--- src/rtl/st2bus_pack.sv ---
// Packs an 8-bit sop/eop framed byte stream LSB-first into BUS_W words behind a show-ahead FIFO.
// Optional ST2BUS_STATS_EN adds saturating pkt_cnt / err_cnt outputs.
module st2bus_pack #(
    parameter int ST            = 8,
    parameter int BUS_W         = 512,
    parameter int BYTES_PER_PKT = 128,
    parameter int FIFO_DEPTH    = 4
) (
    input  logic             clk,
    input  logic             rst_n,
    input  logic [ST-1:0]    st_data,
    input  logic             st_valid,
    input  logic             st_sop,
    input  logic             st_eop,
    output logic             st_ready,
    output logic [BUS_W-1:0] bus_data,
    output logic             bus_sop,
    output logic             bus_eop,
    output logic             bus_valid,
    input  logic             bus_ready,
`ifdef ST2BUS_STATS_EN
    output logic [15:0]      pkt_cnt,
    output logic [15:0]      err_cnt,
`endif
    output logic             pkt_err
);

    localparam int LANES  = BUS_W / ST;
    localparam int LANE_W = $clog2(LANES);
    localparam int CNT_W  = $clog2(BYTES_PER_PKT);
    localparam int PTR_W  = $clog2(FIFO_DEPTH);
    localparam int OCC_W  = PTR_W + 1;

    typedef enum logic [1:0] {IDLE, PACK, DISCARD} state_t;

    state_t             state_p0, state_nxt;
    logic [CNT_W-1:0]   byte_cnt_p0, byte_cnt_nxt, cnt_eff;
    logic [LANE_W-1:0]  lane;
    logic [BUS_W-1:0]   word_p0, word_nxt;
    logic               orphan_p0, orphan_nxt;
    logic               accept, start, pack_beat, last_byte;
    logic               push, push_sop, pop, err_nxt;

    logic [BUS_W-1:0]      fifo_data [FIFO_DEPTH];
    logic [FIFO_DEPTH-1:0] fifo_sop, fifo_eop;
    logic [PTR_W-1:0]      wr_ptr, rd_ptr;
    logic [OCC_W-1:0]      occ, occ_nxt;

    // Stage 0: beat classification and lane placement
    assign accept    = st_valid & st_ready;
    assign start     = accept & st_sop;
    assign pack_beat = start | (accept & (state_p0 == PACK));
    assign cnt_eff   = start ? '0 : byte_cnt_p0;
    assign lane      = cnt_eff[LANE_W-1:0];
    assign last_byte = (cnt_eff == CNT_W'(BYTES_PER_PKT - 1));
    assign push      = pack_beat & (st_eop | (lane == LANE_W'(LANES - 1)));
    assign push_sop  = ((cnt_eff >> LANE_W) == '0);

    // A new packet always starts from a zero word, so stale partial data never leaks
    always_comb begin
        word_nxt = start ? '0 : word_p0;
        word_nxt[int'(lane) * ST +: ST] = st_data;
    end

    always_comb begin
        state_nxt    = state_p0;
        byte_cnt_nxt = byte_cnt_p0;
        orphan_nxt   = orphan_p0;
        err_nxt      = 1'b0;
        if (pack_beat) begin
            orphan_nxt = 1'b0;
            err_nxt    = (st_sop & (state_p0 == PACK)) | (st_eop ^ last_byte);
            if (st_eop) begin
                state_nxt    = IDLE;
                byte_cnt_nxt = '0;
            end else if (last_byte) begin
                state_nxt    = DISCARD;
                byte_cnt_nxt = '0;
            end else begin
                state_nxt    = PACK;
                byte_cnt_nxt = cnt_eff + CNT_W'(1);
            end
        end else if (accept) begin
            case (state_p0)
                IDLE: begin
                    err_nxt    = ~orphan_p0;
                    orphan_nxt = ~st_eop;
                end
                DISCARD: begin
                    if (st_eop) state_nxt = IDLE;
                end
                default: ;
            endcase
        end
    end

    always_ff @(posedge clk or negedge rst_n) begin
        if (!rst_n) begin
            state_p0    <= IDLE;
            byte_cnt_p0 <= '0;
            orphan_p0   <= 1'b0;
            pkt_err     <= 1'b0;
        end else begin
            state_p0    <= state_nxt;
            byte_cnt_p0 <= byte_cnt_nxt;
            orphan_p0   <= orphan_nxt;
            pkt_err     <= err_nxt;
        end
    end

    always_ff @(posedge clk) begin
        if (pack_beat) word_p0 <= push ? '0 : word_nxt;
    end

    // Stage 1: show-ahead word FIFO
    assign pop       = bus_valid & bus_ready;
    assign occ_nxt   = occ + OCC_W'(push) - OCC_W'(pop);
    assign bus_valid = (occ != '0);
    assign bus_data  = bus_valid ? fifo_data[rd_ptr] : '0;
    assign bus_sop   = bus_valid & fifo_sop[rd_ptr];
    assign bus_eop   = bus_valid & fifo_eop[rd_ptr];

    always_ff @(posedge clk) begin
        if (push) begin
            fifo_data[wr_ptr] <= word_nxt;
            fifo_sop[wr_ptr]  <= push_sop;
            fifo_eop[wr_ptr]  <= st_eop | last_byte;
        end
    end

    // st_ready is a register so bus_ready never reaches it combinationally
    always_ff @(posedge clk or negedge rst_n) begin
        if (!rst_n) begin
            wr_ptr   <= '0;
            rd_ptr   <= '0;
            occ      <= '0;
            st_ready <= 1'b0;
        end else begin
            if (push) wr_ptr <= wr_ptr + PTR_W'(1);
            if (pop)  rd_ptr <= rd_ptr + PTR_W'(1);
            occ      <= occ_nxt;
            st_ready <= (occ_nxt < OCC_W'(FIFO_DEPTH));
        end
    end

`ifdef ST2BUS_STATS_EN
    function automatic logic [15:0] sat_inc(input logic [15:0] v);
        return (v == 16'hFFFF) ? v : v + 16'd1;
    endfunction

    always_ff @(posedge clk or negedge rst_n) begin
        if (!rst_n) begin
            pkt_cnt <= '0;
            err_cnt <= '0;
        end else begin
            if (push & st_eop & last_byte) pkt_cnt <= sat_inc(pkt_cnt);
            if (err_nxt)                   err_cnt <= sat_inc(err_cnt);
        end
    end
`endif

endmodule

--- config.mk ---
export PLATFORM = sky130hd
export DESIGN_NAME = st2bus_pack
export DESIGN_NICKNAME = d
export VERILOG_FILES = /design/src/rtl/st2bus_pack.sv
export SDC_FILE = /design/constraint.sdc
export NUM_CORES = 2
export LEC_CHECK = 0
export ABC_AREA = 1
export ABC_CLOCK_PERIOD_IN_PS = 31500
export BUFFER_PORTS_ARGS = -buffer_cell sky130_fd_sc_hd__clkbuf_2
export CELL_PAD_IN_SITES_DETAIL_PLACEMENT = 0
export CELL_PAD_IN_SITES_GLOBAL_PLACEMENT = 1
export CORE_MARGIN = 1.5
export CORE_UTILIZATION = 40
export CTS_BUF_LIST = sky130_fd_sc_hd__clkbuf_4 sky130_fd_sc_hd__clkbuf_8
export CTS_CLUSTER_SIZE = 10
export DETAILED_ROUTE_END_ITERATION = 10
export PLACE_DENSITY = 0.74
export SLEW_MARGIN = 20
export SYNTH_ARGS = -nofsm -noshare
export SYNTH_HDL_FRONTEND = slang
export SYNTH_SLANG_ARGS = --single-unit
--- constraint.sdc ---
create_clock -name clk -period 31.5 [get_ports clk]
set_input_delay 0 -clock clk [delete_from_list [all_inputs] [get_ports clk]]
set_output_delay 0 -clock clk [all_outputs]
set_load 0.01 [all_outputs]
==> flow_metrics.env <==
export IMPL_arrival_ns=7.69
export IMPL_clkSinkCount=2587
export IMPL_cts_buffers=421
export IMPL_drt_wl_total_mm=356
export IMPL_slowest_delay_ns=0.84
export IMPL_syn_avg_cell_area_um2=10.9
export IMPL_fp_dieH_um=526
export IMPL_seq_area_frac_synth_pct=71.0
export IMPL_grt_max_degree=300
export IMPL_routedWlPerCell_um=24.7
export IMPL_required_ns=32.19
export IMPL_crit_type="register to register"
export IMPL_powerDensity_nw_per_um2=99.0
export IMPL_cpMaxStageDelayCell="nor2_4"
export IMPL_htreeDepth=5
export IMPL_start_util_pct=40.3
export IMPL_synth_edf_count=2568
export IMPL_grt_pass1_wl_mm=507
export IMPL_synthTopCellsByArea="edfxtp_1, nor2_1, o21ai_0, nand2_1, a21oi_1"
export IMPL_final_hold_viol_count=0
export IMPL_clock_fmax_mhz=143
export IMPL_postSynthCellCount=10049
export IMPL_clockBufferDepth=4
export IMPL_drt_iter0_drc=9574
export IMPL_ys_flop_type="edfxtp_1"
export IMPL_post_cts_buffers=0
export IMPL_viasPerCell=5.40
export IMPL_track_usage_pct=25.0
export IMPL_fp_row_count=191
export IMPL_place_gp_congestion=0.923
export IMPL_finalSetupTns_ns=0
export IMPL_ys_ff_latch=2587
export IMPL_holdCritStartpoint="bus_ready"
export IMPL_maxCapViolCount=0
export IMPL_dpl_instance_area_um2=115000
export IMPL_dpl_cell_count=13640
export IMPL_path_clk_slew_ns=0.06
export IMPL_synth_top_area_cell="edfxtp_1"
export IMPL_ant_nets=0
export IMPL_hold_path_class="input port to register"
export IMPL_clock_latency_ns=1.11
export IMPL_root_buffer="clkbuf_8"
export IMPL_leakagePower_nw=46.7
export IMPL_period_needed_ns=7.00
export IMPL_timing_final_crit_share_pct=22.2
export IMPL_post_dp_hpwl_mm=218
export IMPL_setup_viol=0
export IMPL_pin_count=531
export IMPL_finalNonFillerCells=14448
export IMPL_ys_types=35
export IMPL_relSlewSlack_pct=12.2
export IMPL_synthToLayoutAreaGrowth_pct=13.4
export IMPL_synth_most_common_cell="edfxtp_1"
export IMPL_fin_skew_ns=0.0910
export IMPL_final_cell_area_um2=124000
export IMPL_dr_total_vias=78011
export IMPL_dieArea_um2=276000
export IMPL_drive_gt1_share_pct=12.6
export IMPL_port_buffers=530
export IMPL_status="finished, final reports clean"
export IMPL_path_max_fanout=209
export IMPL_firstDrtPassIters=7
export IMPL_end_kind="register"
export IMPL_worst_pin_slew_ns=1.32
export IMPL_rsz0062_at_grt="no"
export IMPL_critPathLaunchType="register"
export IMPL_synth_top_area_share_pct=70.6
export IMPL_grt_overflow=0
export IMPL_netlist_top_cells_count="edfxtp_1, nor2_1, nand2_1"
export IMPL_grt_pass1_vias=72376
export IMPL_crit_start="st_ready"
export IMPL_critPathTopFamily="buffers and inverters"
export IMPL_worst_path_buf_inv=8
export IMPL_yosysWarnings=0
export IMPL_drv_slew=0
export IMPL_syn_area_um2=109000
export IMPL_async_reset_ff_share_pct=0.734
export IMPL_syn_num_nets=10075
export IMPL_cp_cell_sequence="nand3_4 -> buf_12 -> nand2_1 -> inv_1 -> ha_1 -> nand4_1 -> nor2_1 -> inv_1 -> a21oi_4 -> inv_1 -> nor2_4 -> buf_4 -> buf_4 -> buf_4 -> buf_4"
export IMPL_die_w_um=526
export IMPL_max_vdd_ir_drop_v=0.0000855
export IMPL_regToRegStartpoint="st_ready"
export IMPL_remaining_drc_errors=0
export IMPL_cpMostUsedCell="buf_4"
export IMPL_num_fill_cells=24857
export IMPL_fp_coreArea_um2=271000
export IMPL_cts_tree="built"
export IMPL_antenna_found_initial=30
export IMPL_nets=10546
-- registers in the layout (all words and copies together), names as in the netlist --
register,cells
byte_cnt_p0,7
fifo_data,2048
fifo_eop,4
fifo_sop,4
occ,3
orphan_p0,1
pkt_err,1
rd_ptr,2
st_ready,1
state_p0,2
word_p0,512
wr_ptr,2
-- worst register-to-register path: stages (launching register included) --
cell and delay [ns]:
dfrtp_1 0.41, nand3_4 0.37, buf_12 0.68, nand2_1 0.20, inv_1 0.13, ha_1 0.19
nand4_1 0.14, nor2_1 0.18, inv_1 0.10, a21oi_4 0.19, inv_1 0.20, nor2_4 0.84
buf_4 0.58, buf_4 0.73, buf_4 0.78, buf_4 0.83
-- where the power goes --
group | switching, mW | internal [mW]
Sequential | 0.115 | 4.43
Combinational | 3.62 | 1.19
Clock | 1.37 | 1.53
Total | 5.11 | 7.16
-- per-layer routing --
metal / track usage (%) / part of all wire (%) / wire [um]
met1: 34.8 / 41 / 148000
met2: 37.9 / 45 / 160000
met3: 4.73 / 8.8 / 31200
met4: 11.5 / 4.9 / 17400
met5: 0 / 0.0031 / 11
-- cells in the final DEF (no fill, tap or decap), drive strengths merged, types with 2 or more instances in the layout --
cell type and n:
a21oi 855, edfxtp 2568, dfrtp 19, nand3 440, nand4 73, o21ai 1122, a32o 2, o22ai 2
clkinv 179, xor2 4, inv 520, bufinv 13, nand2 1393, clkinvlp 10, buf 117, dlygate4sd3 20
ha 11, nor3 38, diode 17, clkbuf 1084, nor2 2385
-- worst paths after layout --
kind                       slack [ns]  cells past startpoint          endpoint
setup / recovery                24.50                     15  fifo_data[2][30]
hold / removal                   0.12                      5         rd_ptr[0]
setup reg to reg                24.50                     15  fifo_data[2][30]
hold reg to reg                  0.50                      2    byte_cnt_p0[6]
max in group asynchronous       30.74                      5       state_p0[0]
min in group asynchronous        0.55                      5    byte_cnt_p0[4]
-- cells by family after synthesis --
kind of cell	count (synthesis)	synth area share, %
and+or+nand+nor	4331	15.7
AOI/OAI and AO/OA	1983	9.10
buffers and inverters	1131	3.96
DFF	2587	71.0
adders and majority gates	12	0.144
xor gates and xnor gates	5	0.0573
-- metrics by stage --
step	setup WS (ns)	total power, mW	utilization, %	hold slack (ns)
2_1_floorplan	6.12	7.42	-	-0.296
5_1_grt	23.98	12.8	45.7	0.111
3_5_place_dp	24.24	9.40	42.5	0.0506
6_report	24.50	12.3	45.7	0.119
4_1_cts	24.30	12.3	45.6	0.112
3_3_place_gp	24.05	9.31	42.4	0.0480
-- layout make-up --
type	instances	area [um^2]	area share [%]
Antenna cell	17	42.5	0.0343
Clock buffer	554	6840	5.52
Clock inverter	210	1500	1.21
Inverter	512	1950	1.57
Multi-Input combinational cell	6331	27400	22.1
Sequential cell	2587	77600	62.6
Tap cell	3570	4470	3.60
Timing Repair Buffer	667	4110	3.31
-- timing repair --
item	in CTS	in global routing
hold buffers	21	0
gates resized for setup	0	0
endpoints found under the hold margin	453	0
(Power assumes the default switching activity.)
